<file path="src/rtl/regfile_write_arbiter_pkg.sv">
// regfile_pkg: shared writeback-side widths, bank-switch FSM states and request record
package regfile_pkg;
    localparam int ADDR_W = 5;
    localparam int DATA_W = 16;
    localparam int BANK_W = 6;
    typedef enum logic [1:0] {IDLE, DRAIN, ACK} bank_state_e;
    typedef struct packed {
        logic [ADDR_W-1:0] addr;
        logic [DATA_W-1:0] data;
    } req_t;
endpackage

</file>
<file path="src/rtl/regfile_write_arbiter_if.sv">
// regfile_write_arbiter_if: requester handshake, two register-file write ports and bank control
interface regfile_write_arbiter_if #(
    parameter int NUM_REQ = 4,
    parameter int ADDR_W = regfile_pkg::ADDR_W,
    parameter int DATA_W = regfile_pkg::DATA_W,
    parameter int BANK_W = regfile_pkg::BANK_W
);
    logic [NUM_REQ-1:0] reqValid_i;
    logic [NUM_REQ*ADDR_W-1:0] reqAddr_i;
    logic [NUM_REQ*DATA_W-1:0] reqData_i;
    logic [NUM_REQ-1:0] reqReady_o;
    logic portAWriteEnable_o;
    logic portBWriteEnable_o;
    logic [ADDR_W-1:0] portAWriteAddress_o;
    logic [ADDR_W-1:0] portBWriteAddress_o;
    logic [DATA_W-1:0] portAWriteData_o;
    logic [DATA_W-1:0] portBWriteData_o;
    logic bankSwitchReq_i;
    logic [BANK_W-1:0] bankSwitchTarget_i;
    logic [BANK_W-1:0] bankSelect_o;
    logic bankSwitchAck_o;
    modport slave (
        input reqValid_i, reqAddr_i, reqData_i, bankSwitchReq_i, bankSwitchTarget_i,
        output reqReady_o, portAWriteEnable_o, portBWriteEnable_o, portAWriteAddress_o,
        portBWriteAddress_o, portAWriteData_o, portBWriteData_o, bankSelect_o, bankSwitchAck_o
    );
    modport master (
        output reqValid_i, reqAddr_i, reqData_i, bankSwitchReq_i, bankSwitchTarget_i,
        input reqReady_o, portAWriteEnable_o, portBWriteEnable_o, portAWriteAddress_o,
        portBWriteAddress_o, portAWriteData_o, portBWriteData_o, bankSelect_o, bankSwitchAck_o
    );
endinterface

</file>
<file path="src/rtl/regfile_write_arbiter_rr_pick.sv">
// rr_pick: first set bit of mask searching cyclically upward from start
module rr_pick #(
    parameter int N = 4,
    localparam int IW = $clog2(N)
) (
    input  logic [N-1:0]  mask_i,
    input  logic [IW-1:0] start_i,
    output logic          found_o,
    output logic [IW-1:0] idx_o
);
    logic [IW:0] j;
    always_comb begin
        found_o = 1'b0;
        idx_o = '0;
        j = '0;
        // descending offsets so the nearest set bit is the last one written
        for (int i = N - 1; i >= 0; i--) begin
            j = {1'b0, start_i} + (IW+1)'(i);
            if (j >= (IW+1)'(N)) j = j - (IW+1)'(N);
            if (mask_i[j[IW-1:0]]) begin
                found_o = 1'b1;
                idx_o = j[IW-1:0];
            end
        end
    end
endmodule

</file>
<file path="src/rtl/regfile_write_arbiter.sv">
// regfile_write_arbiter: round-robin two-port register-file write arbiter with bank-switch sequencing
module regfile_write_arbiter import regfile_pkg::*; #(
    parameter int NUM_REQ = 4,
    parameter int ADDR_W = regfile_pkg::ADDR_W,
    parameter int DATA_W = regfile_pkg::DATA_W,
    parameter int BANK_W = regfile_pkg::BANK_W
) (
    input logic clock_i,
    input logic reset_i,
    regfile_write_arbiter_if.slave bus
);
    localparam int IW = $clog2(NUM_REQ);
    bank_state_e state_q, state_d;
    logic [BANK_W-1:0] bank_q, bank_d, target_q, target_d;
    logic [IW-1:0] rr_ptr_q, rr_ptr_d, a_idx, b_idx, b_start, b_next;
    logic a_found, b_found, grant_ok, gnt_a, gnt_b;
    logic [NUM_REQ-1:0] addr_match, b_mask;
    logic [ADDR_W-1:0] addr_a, addr_b, addr_a_q, addr_b_q;
    logic [DATA_W-1:0] data_a, data_b, data_a_q, data_b_q;
    logic en_a_q, en_b_q;

    rr_pick #(.N(NUM_REQ)) u_pick_a (
        .mask_i(bus.reqValid_i), .start_i(rr_ptr_q), .found_o(a_found), .idx_o(a_idx)
    );

    rr_pick #(.N(NUM_REQ)) u_pick_b (
        .mask_i(b_mask), .start_i(b_start), .found_o(b_found), .idx_o(b_idx)
    );

    always_comb begin
        addr_a = bus.reqAddr_i[a_idx*ADDR_W +: ADDR_W];
        addr_b = bus.reqAddr_i[b_idx*ADDR_W +: ADDR_W];
        data_a = bus.reqData_i[a_idx*DATA_W +: DATA_W];
        data_b = bus.reqData_i[b_idx*DATA_W +: DATA_W];
        addr_match = '0;
        for (int k = 0; k < NUM_REQ; k++) addr_match[k] = bus.reqAddr_i[k*ADDR_W +: ADDR_W] == addr_a;
        // a same-address partner would race A into the same register, so it waits
        b_mask = bus.reqValid_i & ~(NUM_REQ'(1) << a_idx) & ~addr_match;
        b_start = (a_idx == IW'(NUM_REQ - 1)) ? '0 : a_idx + 1'b1;
        b_next = (b_idx == IW'(NUM_REQ - 1)) ? '0 : b_idx + 1'b1;
        grant_ok = state_q == IDLE && !bus.bankSwitchReq_i && !reset_i;
        gnt_a = grant_ok && a_found;
        gnt_b = gnt_a && b_found;
        bus.reqReady_o = ({NUM_REQ{gnt_a}} & (NUM_REQ'(1) << a_idx)) | ({NUM_REQ{gnt_b}} & (NUM_REQ'(1) << b_idx));
        rr_ptr_d = gnt_b ? b_next : gnt_a ? b_start : rr_ptr_q;
    end

    always_comb begin
        state_d = state_q;
        target_d = target_q;
        bank_d = bank_q;
        case (state_q)
            IDLE: begin
                state_d = bus.bankSwitchReq_i ? DRAIN : IDLE;
                target_d = bus.bankSwitchReq_i ? bus.bankSwitchTarget_i : target_q;
            end
            DRAIN: begin
                state_d = ACK;
                bank_d = target_q;
            end
            default: state_d = IDLE;
        endcase
    end

    always_ff @(posedge clock_i) begin
        if (reset_i) begin
            state_q <= IDLE;
            bank_q <= '0;
            target_q <= '0;
            rr_ptr_q <= '0;
            en_a_q <= 1'b0;
            en_b_q <= 1'b0;
            addr_a_q <= '0;
            addr_b_q <= '0;
            data_a_q <= '0;
            data_b_q <= '0;
        end else begin
            state_q <= state_d;
            bank_q <= bank_d;
            target_q <= target_d;
            rr_ptr_q <= rr_ptr_d;
            en_a_q <= gnt_a;
            en_b_q <= gnt_b;
            addr_a_q <= gnt_a ? addr_a : '0;
            addr_b_q <= gnt_b ? addr_b : '0;
            data_a_q <= gnt_a ? data_a : '0;
            data_b_q <= gnt_b ? data_b : '0;
        end
    end

    assign bus.portAWriteEnable_o = en_a_q;
    assign bus.portBWriteEnable_o = en_b_q;
    assign bus.portAWriteAddress_o = addr_a_q;
    assign bus.portBWriteAddress_o = addr_b_q;
    assign bus.portAWriteData_o = data_a_q;
    assign bus.portBWriteData_o = data_b_q;
    assign bus.bankSelect_o = bank_q;
    assign bus.bankSwitchAck_o = state_q == ACK && !reset_i;
endmodule

</file>
<file path="src/flat_wrapper.sv">
// flat-port wrapper written by rule: the top's interface ports become plain ports
module regfile_write_arbiter_flat import regfile_pkg::*;
#(
    parameter int NUM_REQ = 4,
    parameter int ADDR_W = regfile_pkg::ADDR_W,
    parameter int DATA_W = regfile_pkg::DATA_W,
    parameter int BANK_W = regfile_pkg::BANK_W
)
  (clock_i, reset_i, bus_reqValid_i, bus_reqAddr_i, bus_reqData_i, bus_bankSwitchReq_i, bus_bankSwitchTarget_i, bus_reqReady_o, bus_portAWriteEnable_o, bus_portBWriteEnable_o, bus_portAWriteAddress_o, bus_portBWriteAddress_o, bus_portAWriteData_o, bus_portBWriteData_o, bus_bankSelect_o, bus_bankSwitchAck_o);
  regfile_write_arbiter_if #(.NUM_REQ(NUM_REQ), .ADDR_W(ADDR_W), .DATA_W(DATA_W), .BANK_W(BANK_W)) bus_i ();
  input logic clock_i;
  input logic reset_i;
  input wire logic [$bits(bus_i.reqValid_i)-1:0] bus_reqValid_i;
  input wire logic [$bits(bus_i.reqAddr_i)-1:0] bus_reqAddr_i;
  input wire logic [$bits(bus_i.reqData_i)-1:0] bus_reqData_i;
  input wire logic [$bits(bus_i.bankSwitchReq_i)-1:0] bus_bankSwitchReq_i;
  input wire logic [$bits(bus_i.bankSwitchTarget_i)-1:0] bus_bankSwitchTarget_i;
  output wire logic [$bits(bus_i.reqReady_o)-1:0] bus_reqReady_o;
  output wire logic [$bits(bus_i.portAWriteEnable_o)-1:0] bus_portAWriteEnable_o;
  output wire logic [$bits(bus_i.portBWriteEnable_o)-1:0] bus_portBWriteEnable_o;
  output wire logic [$bits(bus_i.portAWriteAddress_o)-1:0] bus_portAWriteAddress_o;
  output wire logic [$bits(bus_i.portBWriteAddress_o)-1:0] bus_portBWriteAddress_o;
  output wire logic [$bits(bus_i.portAWriteData_o)-1:0] bus_portAWriteData_o;
  output wire logic [$bits(bus_i.portBWriteData_o)-1:0] bus_portBWriteData_o;
  output wire logic [$bits(bus_i.bankSelect_o)-1:0] bus_bankSelect_o;
  output wire logic [$bits(bus_i.bankSwitchAck_o)-1:0] bus_bankSwitchAck_o;
  assign bus_i.reqValid_i = bus_reqValid_i;
  assign bus_i.reqAddr_i = bus_reqAddr_i;
  assign bus_i.reqData_i = bus_reqData_i;
  assign bus_i.bankSwitchReq_i = bus_bankSwitchReq_i;
  assign bus_i.bankSwitchTarget_i = bus_bankSwitchTarget_i;
  assign bus_reqReady_o = bus_i.reqReady_o;
  assign bus_portAWriteEnable_o = bus_i.portAWriteEnable_o;
  assign bus_portBWriteEnable_o = bus_i.portBWriteEnable_o;
  assign bus_portAWriteAddress_o = bus_i.portAWriteAddress_o;
  assign bus_portBWriteAddress_o = bus_i.portBWriteAddress_o;
  assign bus_portAWriteData_o = bus_i.portAWriteData_o;
  assign bus_portBWriteData_o = bus_i.portBWriteData_o;
  assign bus_bankSelect_o = bus_i.bankSelect_o;
  assign bus_bankSwitchAck_o = bus_i.bankSwitchAck_o;
  regfile_write_arbiter #(.NUM_REQ(NUM_REQ), .ADDR_W(ADDR_W), .DATA_W(DATA_W), .BANK_W(BANK_W)) u_core (.clock_i(clock_i), .reset_i(reset_i), .bus(bus_i));
endmodule
</file>
<file path="config.mk">
export PLATFORM = sky130hd
export DESIGN_NAME = regfile_write_arbiter_flat
export DESIGN_NICKNAME = d
export VERILOG_FILES = /design/src/rtl/regfile_write_arbiter_pkg.sv /design/src/rtl/regfile_write_arbiter_if.sv /design/src/rtl/regfile_write_arbiter_rr_pick.sv /design/src/rtl/regfile_write_arbiter.sv /design/src/flat_wrapper.sv
export SDC_FILE = /design/constraint.sdc
export NUM_CORES = 1
export LEC_CHECK = 0
export ABC_AREA = 0
export BUFFER_PORTS_ARGS = -buffer_cell sky130_fd_sc_hd__buf_2
export CORE_MARGIN = 2
export CORE_UTILIZATION = 43
export DETAILED_ROUTE_END_ITERATION = 12
export HOLD_SLACK_MARGIN = 0.03
export PLACE_DENSITY = 0.75
export SLEW_MARGIN = 0
export SYNTH_ARGS = -nofsm -noshare
export SYNTH_HDL_FRONTEND = slang
export SYNTH_HIERARCHICAL = 1
export SYNTH_SLANG_ARGS = --single-unit
</file>
<file path="constraint.sdc">
create_clock -name clock_i -period 3.4 [get_ports clock_i]
set_input_delay 0.51 -clock clock_i [delete_from_list [all_inputs] [get_ports clock_i]]
set_output_delay 0.51 -clock clock_i [all_outputs]
set_load 0.01 [all_outputs]
</file>
==> flow_summary_export.csv <==
group,metric,value,unit
outcome,run_status,"complete, but fails checks",
outcome,violations,"setup timing",
setup_path,worstPathArrival,3.09,ns
pwr,p_seq_share,33.1,%
pwr,combPwrFrac,40.7,%
yosys,avgSynthCellArea,11.21,µm²
pwr,power_density,461.6,mW/mm²
yosys,ys_seq_elements,60,
sta,min_period,3.598,ns
sta,relSlewSlack,69.06,%
placed_design,io_buffers,151,
clock_network,clock_sinks,60,
clock_network,cts.clk_slew.worst_paths,0.06,ns
yosys,synthFlopType,"dfxtp_1",
final_layout,final_area,0.005044,mm²
final_layout,final_nets,600,
floorplanning,pin_count,152,
floorplanning,die-area,0.009390,mm²
yosys,synthDistinctLibCells,39,
setup_path,r2r_cells,14,
drt,antenna_left,0,
grt,grt_pass1_wl,16680,µm
setup_path,worstSetupStartpointType,"register",
setup_path,critPathKind,"reg -> out",
sta,tightest_slew,0.4607,ns
drt,drt_iter0_drc,163,
grt,grtUsageTotal,22.09,%
placed_design,gp_congestion,0.9141,
sta,fmax,277.9,MHz
sta,hold_viol,0,
floorplanning,die_w,96.90,µm
sta,rsz0062_at_grt,"true",
grt,grt_pass1_vias,3487,
setup_path,r2r_start,"u_core/rr_ptr_q[1]$_SDFFE_PP0P_",
drt,vias,3340,
setup_path,worstSetupEndpointType,"primary output",
yosys,syn-num-nets,436,
grt,antenna_found_initial,0,
grt,grt_start_max_net_pins,27,
final_layout,finalNonFillerCells,605,
drt,wl,10590,µm
floorplanning,fp-row-count,33,
min_path,min_from,"bus_bankSwitchTarget_i[3]",
job,drv_cap,0,
placed_design,detailed_place_hpwl,7889,µm
floorplanning,start_util,44.72,%
pwr,total_leakage_power,2.402,nW
final_layout,n_fill_cell,680,
clock_network,worst_skew_pair.late_latency,0.33,ns
placed_design,dp_cells,578,
clock_network,cts_max_path_buffers,2,
yosys,netlist_instances,331,
clock_network,ctsHoldBuffers,0,
sta,setup_viol,4,
pwr,p_int,1.592,mW
sta,setup_slack,-0.1981,ns
min_path,hp-class,"in -> reg",
drt,first_pass_iters,4,
pwr,pwr-share-clk,26.3,%
sta,drv_slew,0,
pwr,p_sw_share,31.64,%
yosys,synth_area,0.003711,mm²
setup_path,critPathRequiredTime,2.89,ns
yosys,synthArstFlopShare,0,%
yosys,seq_area_frac_synth,32.37,%
drt,drc_errors,0,
setup_path,worstSetupStartpoint,"u_core/rr_ptr_q[1]$_SDFFE_PP0P_",
sta,finalCritPeriodShare,105.8,%
min_path,holdPathStages,3,
yosys,synth_edf_count,0,
final_layout,areaGrowthSynthToFinish,35.91,%
clock_network,cts_tree,"built",
drt,viasPerCell,5.521,
floorplanning,die_h,96.90,µm
final_layout,antenna_cells,0,
setup_path,critPathMaxFanout,6,
grt,gr-total-overflow,0,
drt,wl_per_cell,17.50,µm
pwr,power_switching,0.7366,mW
clock_network,numCtsBuffers,9,
sta,skew,0.005581,ns
final_layout,drive_gt1_share,55.60,%
floorplanning,fp.coreArea,0.008299,mm²
pwr,ir_worst_vdd,193.5,µV
clock_network,clockRootBuffer,"clkbuf_8",
placed_design,place_area,0.004581,mm²
yosys,yosysWarnings,6,
clock_network,cts_max_level,3,
[worst max-delay path: stages (launching register included)]
cell and delay, ns:
dfxtp_4 0.38, mux2i_4 0.19, a211oi_4 0.20, buf_6 0.16, mux2i_2 0.23, xnor2_1 0.15
a22oi_1 0.13, a21oi_2 0.25, nor2_2 0.09, a211oi_2 0.24, nor2_2 0.10, buf_4 0.15
ha_4 0.15, a21oi_1 0.14, nor2_1 0.05, buf_2 0.14
[power by group through the flow]
| stage | registers [mW] | clock network [mW] | logic [mW] |
|---|---|---|---|
| after floorplan | 0.804 | 0 | 0.565 |
| after global placement | 0.783 | 0 | 0.792 |
| after detailed placement | 0.785 | 0 | 0.809 |
| after CTS | 0.771 | 0.625 | 0.862 |
| after global routing | 0.775 | 0.663 | 1.01 |
| final | 0.770 | 0.612 | 0.947 |
[metal layers]
layer | wire, µm | vias up | part of all wire [%] | track usage [%]
met5 | 0 | - | 0 | 0
met4 | 197 | 0 | 1.9 | 9.209
met3 | 539 | 18 | 5.1 | 5.058
met2 | 5722 | 129 | 54 | 39.48
met1 | 4128 | 1639 | 39 | 25.31
li1 | - | 1554 | - | -
[timing repair]
item,CTS,global route
endpoints found under the hold margin,0,0
buffers inserted,6,5
gates resized for setup,27,25
setup endpoints to repair,14,25
pin swaps,12,14
[kinds of logic (layout without fill, tap and decap cells)]
family	Yosys count	after routing	synth area share [%]
adders and majority gates	8	8	2.697
buffers and inverters	38	207	6.203
muxes	59	59	30.58
xor gates and xnor gates	32	32	7.552
and+or+nand+nor	110	110	16.12
AOI/OAI and AO/OA	24	24	4.484
DFF	60	60	32.37
[cell type report]
| type | instances | area, µm² | share of cell area, % |
|---|---|---|---|
| clock buffers | 9 | 123.9 | 2.456 |
| well taps | 105 | 131.4 | 2.605 |
| multi-input cells | 233 | 2439 | 48.35 |
| repair buffers | 184 | 1046 | 20.74 |
| clock inverters | 7 | 67.56 | 1.340 |
| inverters | 7 | 27.53 | 0.5458 |
| flip-flops and latches | 60 | 1209 | 23.96 |
[flip-flops by register name, indices dropped and copies added, names as in the netlist]
register and flops:
u_core/bus.bankSelect_o 6, u_core/bus.portAWriteAddress_o 5, u_core/bus.portAWriteData_o 16, u_core/bus.portAWriteEnable_o 1, u_core/bus.portBWriteAddress_o 5, u_core/bus.portBWriteData_o 16
u_core/bus.portBWriteEnable_o 1, u_core/rr_ptr_q 2, u_core/state_q 2, u_core/target_q 6
[per-stage QoR]
stage	power (mW)	hold slack, ns	utilization (%)	TNS, ns	setup slack [ns]
after floorplan	1.369	0.4596	-	0	0.002600
after global placement	1.576	0.4694	55.19	-0.7794	-0.06513
after detailed placement	1.594	0.4894	55.19	-2.386	-0.1469
after CTS	2.257	0.4073	59.19	-0.2975	-0.1012
after global routing	2.449	0.4207	60.77	-1.904	-0.3462
final	2.328	0.4199	60.77	-0.6703	-0.1981
[cell usage after synthesis, types with 4 or more instances]
master | number | area share (%)
nand2_1 | 8 | 0.81
a211oi_1 | 4 | 0.81
inv_1 | 6 | 0.61
nand2b_1 | 8 | 1.3
ha_1 | 8 | 2.7
mux2i_1 | 17 | 4.6
buf_6 | 6 | 1.8
a21oi_1 | 8 | 1.1
nand3_1 | 8 | 1.1
nor3_1 | 4 | 0.54
nor3b_1 | 4 | 0.81
mux4_2 | 37 | 22
xnor2_1 | 19 | 4.5
nor2_1 | 30 | 3.0
mux4_1 | 5 | 3.5
clkbuf_1 | 10 | 1.0
and3_1 | 42 | 7.1
buf_2 | 10 | 1.3
dfxtp_1 | 60 | 32
xor2_1 | 13 | 3.1
[cells in the final DEF (no fill, tap or decap), types with 3 or more instances in the layout]
cell          n
nand2b_1      7
nor3_1        4
ha_2          5
inv_2         4
clkinv_2      4
xnor2_1      19
nand2_1       8
nor2_1       26
mux4_1        5
nor2_2        3
buf_4        25
buf_6         6
dfxtp_1      58
nand3_1       8
xor2_1       13
buf_2       151
clkinvlp_4    3
and3_1       40
clkbuf_8      9
a21oi_2       7
mux4_2       37
mux2i_1      14
[final timing paths]
| check | slack, ns | endpoint |
|---|---|---|
| max reg2reg | 0.04 | u_core/bus.portBWriteData_o[1]$_SDFF_PP0_ |
| min reg2reg | 0.50 | u_core/target_q[4]$_SDFFE_PP0P_ |
| max | -0.20 | bus_reqReady_o[3] |
| min | 0.42 | u_core/target_q[3]$_SDFFE_PP0P_ |
Note: power is estimated with default switching activity, not from simulation.
